### src/rtl/sync_down_counter_gl_if.sv
// Count bus of the gate-level down counter: the counter drives it, observers read it.
interface sync_down_counter_gl_if;
    logic [3:0] out;

    modport master (output out);
    modport slave  (input  out);
endinterface

### src/rtl/sync_down_counter_gl.sv
// Free-running 4-bit down counter built from gate primitives and four D flip-flops.
// Wraps from 0 to 15 through the borrow chain alone; rst clears it asynchronously.
module sync_down_counter_gl_dff (
    input  logic clk,
    input  logic rst,
    input  logic d,
    output logic q
);
    always_ff @(posedge clk or negedge rst) begin
        if (!rst)
            q <= 1'b0;
        else
            q <= d;
    end
endmodule

module sync_down_counter_gl (
    input  logic                          clk,
    input  logic                          rst,
    sync_down_counter_gl_if.master        bus
);
    wire [3:0] q;
    wire [3:0] d;
    wire       nq0;
    wire       nq1;
    wire       nq2;
    wire       borrow2;
    wire       borrow3;

    not g_nq0 (nq0, q[0]);
    not g_nq1 (nq1, q[1]);
    not g_nq2 (nq2, q[2]);

    // Bit i toggles when every lower bit is 0, i.e. a borrow ripples up to it.
    and g_b2 (borrow2, nq0, nq1);
    and g_b3 (borrow3, nq0, nq1, nq2);

    not g_d0 (d[0], q[0]);
    xor g_d1 (d[1], q[1], nq0);
    xor g_d2 (d[2], q[2], borrow2);
    xor g_d3 (d[3], q[3], borrow3);

    sync_down_counter_gl_dff u_ff0 (.clk(clk), .rst(rst), .d(d[0]), .q(q[0]));
    sync_down_counter_gl_dff u_ff1 (.clk(clk), .rst(rst), .d(d[1]), .q(q[1]));
    sync_down_counter_gl_dff u_ff2 (.clk(clk), .rst(rst), .d(d[2]), .q(q[2]));
    sync_down_counter_gl_dff u_ff3 (.clk(clk), .rst(rst), .d(d[3]), .q(q[3]));

    assign bus.out = q;
endmodule

### src/flat_wrapper.sv
// flat-port wrapper written by rule: the top's interface ports become plain ports
module sync_down_counter_gl_flat 
  (clk, rst, bus_out);
  sync_down_counter_gl_if bus_i ();
  input  logic clk;
  input  logic rst;
  output wire logic [$bits(bus_i.out)-1:0] bus_out;
  assign bus_out = bus_i.out;
  sync_down_counter_gl u_core (.clk(clk), .rst(rst), .bus(bus_i));
endmodule
### config.mk
export PLATFORM = sky130hd
export DESIGN_NAME = sync_down_counter_gl_flat
export DESIGN_NICKNAME = d
export VERILOG_FILES = /design/src/rtl/sync_down_counter_gl_if.sv /design/src/rtl/sync_down_counter_gl.sv /design/src/flat_wrapper.sv
export SDC_FILE = /design/constraint.sdc
export NUM_CORES = 1
export LEC_CHECK = 0
export CORE_AREA = 2 2 39 41
export CTS_CLUSTER_DIAMETER = 100
export DETAILED_ROUTE_END_ITERATION = 16
export DIE_AREA = 0 0 41 43
export GPL_TIMING_DRIVEN = 0
export MAX_ROUTING_LAYER = met4
export PLACE_DENSITY = 0.34
export SLEW_MARGIN = 30
export SYNTH_ARGS = -nofsm -noshare
export SYNTH_HDL_FRONTEND = slang
export SYNTH_SLANG_ARGS = --single-unit
### constraint.sdc
create_clock -name clk -period 1 [get_ports clk]
set_input_delay 0.15 -clock clk [delete_from_list [all_inputs] [get_ports clk]]
set_output_delay 0.15 -clock clk [all_outputs]
set_load 0.01 [all_outputs]
Word level (Yosys, flattened, before mapping) --
Cells that the tools add are included.
Storage, ports and cells: register bits 4, input port bits 2, output and inout bits 4
Cells by class: bitwise operators 7, reductions and logical operators 1
Operators by type and width (count):
- 1-bit inverter | 3
- 3-bit AND reduction | 1
- 1-bit XOR | 3
- 1-bit AND | 1

Logic depth before layout (Yosys ltp) --
depth after elaboration 3, gate-level depth with buffers 3, depth with buffers taken out 3

Modules after synthesis --
Synthesis repeated with hierarchy kept, for this count alone.
Second synthesis, totals: cell total of the unflattened synthesis 12, area total of the unflattened synthesis 152.6 um2
Modules (own cells, without submodules):
- sync_down_counter_gl_dff | instances 4, cells each 1, area each 25.0 um2
- sync_down_counter_gl | instances 1, cells each 8, area each 52.6 um2

Worst setup path after synthesis --
OpenSTA, ideal clock, no wires.
path kind register -> register, from register u_core.u_ff1.q, to register u_core.u_ff2.q, library setup time 124 ps, arrival 717 ps, data required time 876 ps, path slack 159 ps, stages on the path, launching flop included 4, period minus slack after synthesis 841 ps, cells stage by stage dfrtp_1 inv_1 ha_1 xor2_1
On the way: cells in the longest elaborated chain, start to end 3
RTL lines:
- start, declared | RTL line sync_down_counter_gl.sv:7 | output logic q
- start signal, assigned | RTL line sync_down_counter_gl.sv:11 | q <= 1'b0;
- start signal, assigned | RTL line sync_down_counter_gl.sv:13 | q <= d;
- 1-bit inverter | RTL line sync_down_counter_gl.sv:31 | not g_nq1 (nq1, q[1]);
- 1-bit AND | RTL line sync_down_counter_gl.sv:35 | and g_b2 (borrow2, nq0, nq1);
- 1-bit XOR | RTL line sync_down_counter_gl.sv:40 | xor g_d2 (d[2], q[2], borrow2);
- net u_core.u_ff2.d | RTL line sync_down_counter_gl.sv:6 | input logic d,
- end signal, assigned | RTL line sync_down_counter_gl.sv:11
- end signal, assigned | RTL line sync_down_counter_gl.sv:13
- end, declared | RTL line sync_down_counter_gl.sv:7
The timed path passes the listed nets, and every way through them passes these cells.

Final worst setup path --
from register u_core.u_ff2.q, to output port bus_out[2]
RTL lines:
- end, declared | RTL line flat_wrapper.sv:7 | output wire logic [$bits(bus_i.out)-1:0] bus_out;
No word-level cell between the ends.

==> impl_metrics.ini <==
[global_routing]
overflow = 0
grt_pass1_wl_um = 558
track_usage = 0.0579
grt_pass1_vias = 144
antenna_found_initial = 0
grt_max_degree = 5

[clock_tree]
htree_levels = 1
root_buffer = clkbuf_4
clk_pin_slew_ns = 0.04
ctsLongestPathBuffers = 2
insertion_delay_ns = 0.24
cts.sinks = 4
cts_tree = yes
cts-buffers-inserted = 3

[setup_path]
crit_buf_inv = 2
worstPathMaxFanout = 2
required_ns = 0.85
cp-start-kind = flop
slowest_stage = dfrtp_1
max_stage_delay_ns = 0.37
worstSetupEndpointType = output pin
arrival_ns = 0.85
path_cells = buf_4 -> buf_6
critical_path_class = reg2out
cp_top_family = flip-flops

[sta]
max_clock_freq_mhz = 1000
fin_crit_sh = 0.999
period_needed_ns = 0.999
grt_setup_unrepaired = yes
maxSlewHeadroom = 0.879
tightest_slew_ns = 0.181
final_max_slew_viol_count = 0
setup-violations-final = 0
fin_worst_skew_ns = 0.00619
hold_viol = 0

[finish]
antenna_cells = 0
drive_gt1_frac = 0.625
final_cells = 40
synthToLayoutAreaGrowth_pct = 68.3
final_design_area_no_fill_um2 = 305
fill_cells = 156
nets = 29
utilization = 0.221

[routing]
wire_per_inst_um = 7.80
ant_nets = 0
drtIter0Drc = 1
wl_um = 312
drc = 0
via_per_inst = 3.10
dr.pass1.iters = 2
via_count = 124

[logic_synthesis]
syn_avg_cell_area_um2 = 12.1
netlist_area_um2 = 181
synthCells = 15
ys_ff_latch = 4
ys.warnings.count = 0
synth_cell_type_count = 6
syn_nets = 18
seq_area_frac_synth = 0.552

[floorplanning]
dieHeight_um = 43
start_util = 0.131
placementRows = 14
design.die.area_um2 = 1760
die_w_um = 41
core_um2 = 1380
num_io_pins = 6

[hold_path]
hp-class = in2async

[pwr]
seqPwrFrac = 0.436
irDropWorstVdd_mv = 0.671
p_int_uw = 301
swShare = 0.194
power.share.clock = 0.547
pwr_density_cell_nw_per_um2 = 1220
switchingPower_uw = 72.6
leakagePower_nw = 0.131
power_frac_comb = 0.017
power_uw = 373

[placed_design]
place_congestion = 0.696
place_inst = 36
numPortBuffers = 5
dpl-instance-area_um2 = 251

[job]
maxCapViolations = 0

[status]
status = completed
## cells in the final DEF (no fill, tap or decap), drive strengths merged
cell type and instances:
buf 9, dfrtp 4, clkbuf 3, inv 3, xor2 2, nor3 1
ha 1, clkdlybuf4s50 1
## layer usage
metal | part of all wire | vias to the layer above | track usage
li1 | - | 59 | -
met1 | 0.36 | 55 | 0.0554
met4 | 0.035 | 0 | 0.0600
met2 | 0.43 | 7 | 0.0531
met5 | 0 | - | -
met3 | 0.17 | 3 | 0.0681
## worst reg2reg max path, cell delays in order (launching register included)
cell	delay (ns)
dfrtp_1	0.35
buf_4	0.14
inv_4	0.04
ha_4	0.14
xor2_1	0.15
## registers in the layout, indices dropped and copies added (netlist names)
register / cells
u_core.u_ff1.q: 1
u_core.u_ff2.q: 1
u_core.u_ff0.q: 1
u_core.u_ff3.q: 1
## metrics by stage
stage / hold WS [ns] / worst slack (ns) / setup TNS (ns)
3_3_place_gp: 0.367 / -0.178 / -0.599
5_1_grt: 0.117 / -0.0278 / -0.0526
3_5_place_dp: 0.365 / -0.173 / -0.595
2_1_floorplan: -0.146 / 0.159 / 0
4_1_cts: 0.112 / -0.0179 / -0.0205
6_report: 0.108 / 0.00127 / 0
## cells in the mapped netlist
cell type,count,area share
buf_4,4,0.17
xor2_1,2,0.097
ha_1,1,0.069
nor3_2,1,0.055
dfrtp_1,4,0.55
inv_1,3,0.062
## power by group through the flow
stage / registers (mW) / clock network, mW / logic, mW
2_1_floorplan: 0.165 / 0 / 0.0000000527
3_3_place_gp: 0.165 / 0 / 0.00660
3_5_place_dp: 0.165 / 0 / 0.00653
4_1_cts: 0.163 / 0.210 / 0.00661
5_1_grt: 0.162 / 0.230 / 0.00718
6_report: 0.163 / 0.204 / 0.00632
## area by class of cell
cell class              instances  area, um^2  area share
flip-flops and latches          4         100       0.328
repair buffers                  8        77.6       0.254
multi-input cells               4        52.6       0.172
clock buffers                   3        22.5      0.0738
well taps                      16        20.0      0.0656
plain buffers                   2        18.8      0.0615
inverters                       3        13.8      0.0451
## worst paths after layout
kind | from | to | slack (ns) | depth (start not counted)
max | u_core.u_ff2.q | bus_out[2] | 0.001 | 2
min | rst | u_core.u_ff3.q | 0.11 | 1
max reg2reg | u_core.u_ff0.q | u_core.u_ff2.q | 0.06 | 4
min reg2reg | u_core.u_ff2.q | u_core.u_ff2.q | 0.56 | 2
max in group asynchronous | rst | u_core.u_ff1.q | 0.72 | 1
min in group clk | u_core.u_ff2.q | u_core.u_ff2.q | 0.56 | 2
## logic make-up (layout without fill, tap and decap cells)
logic type	Yosys count	after routing	share of synthesized area
xor+xnor	2	2	0.0966
simple gates	1	1	0.0552
flops	4	4	0.552
fa+ha+maj	1	1	0.0690
buf+inv	7	16	0.228
## timing repair
item,in CTS,in global routing
hold buffers,0,0
resized for setup,20,5
setup buffers,3,0
pin swaps,0,2
setup endpoints to repair,4,3
Power figures use the tool's default switching activity.
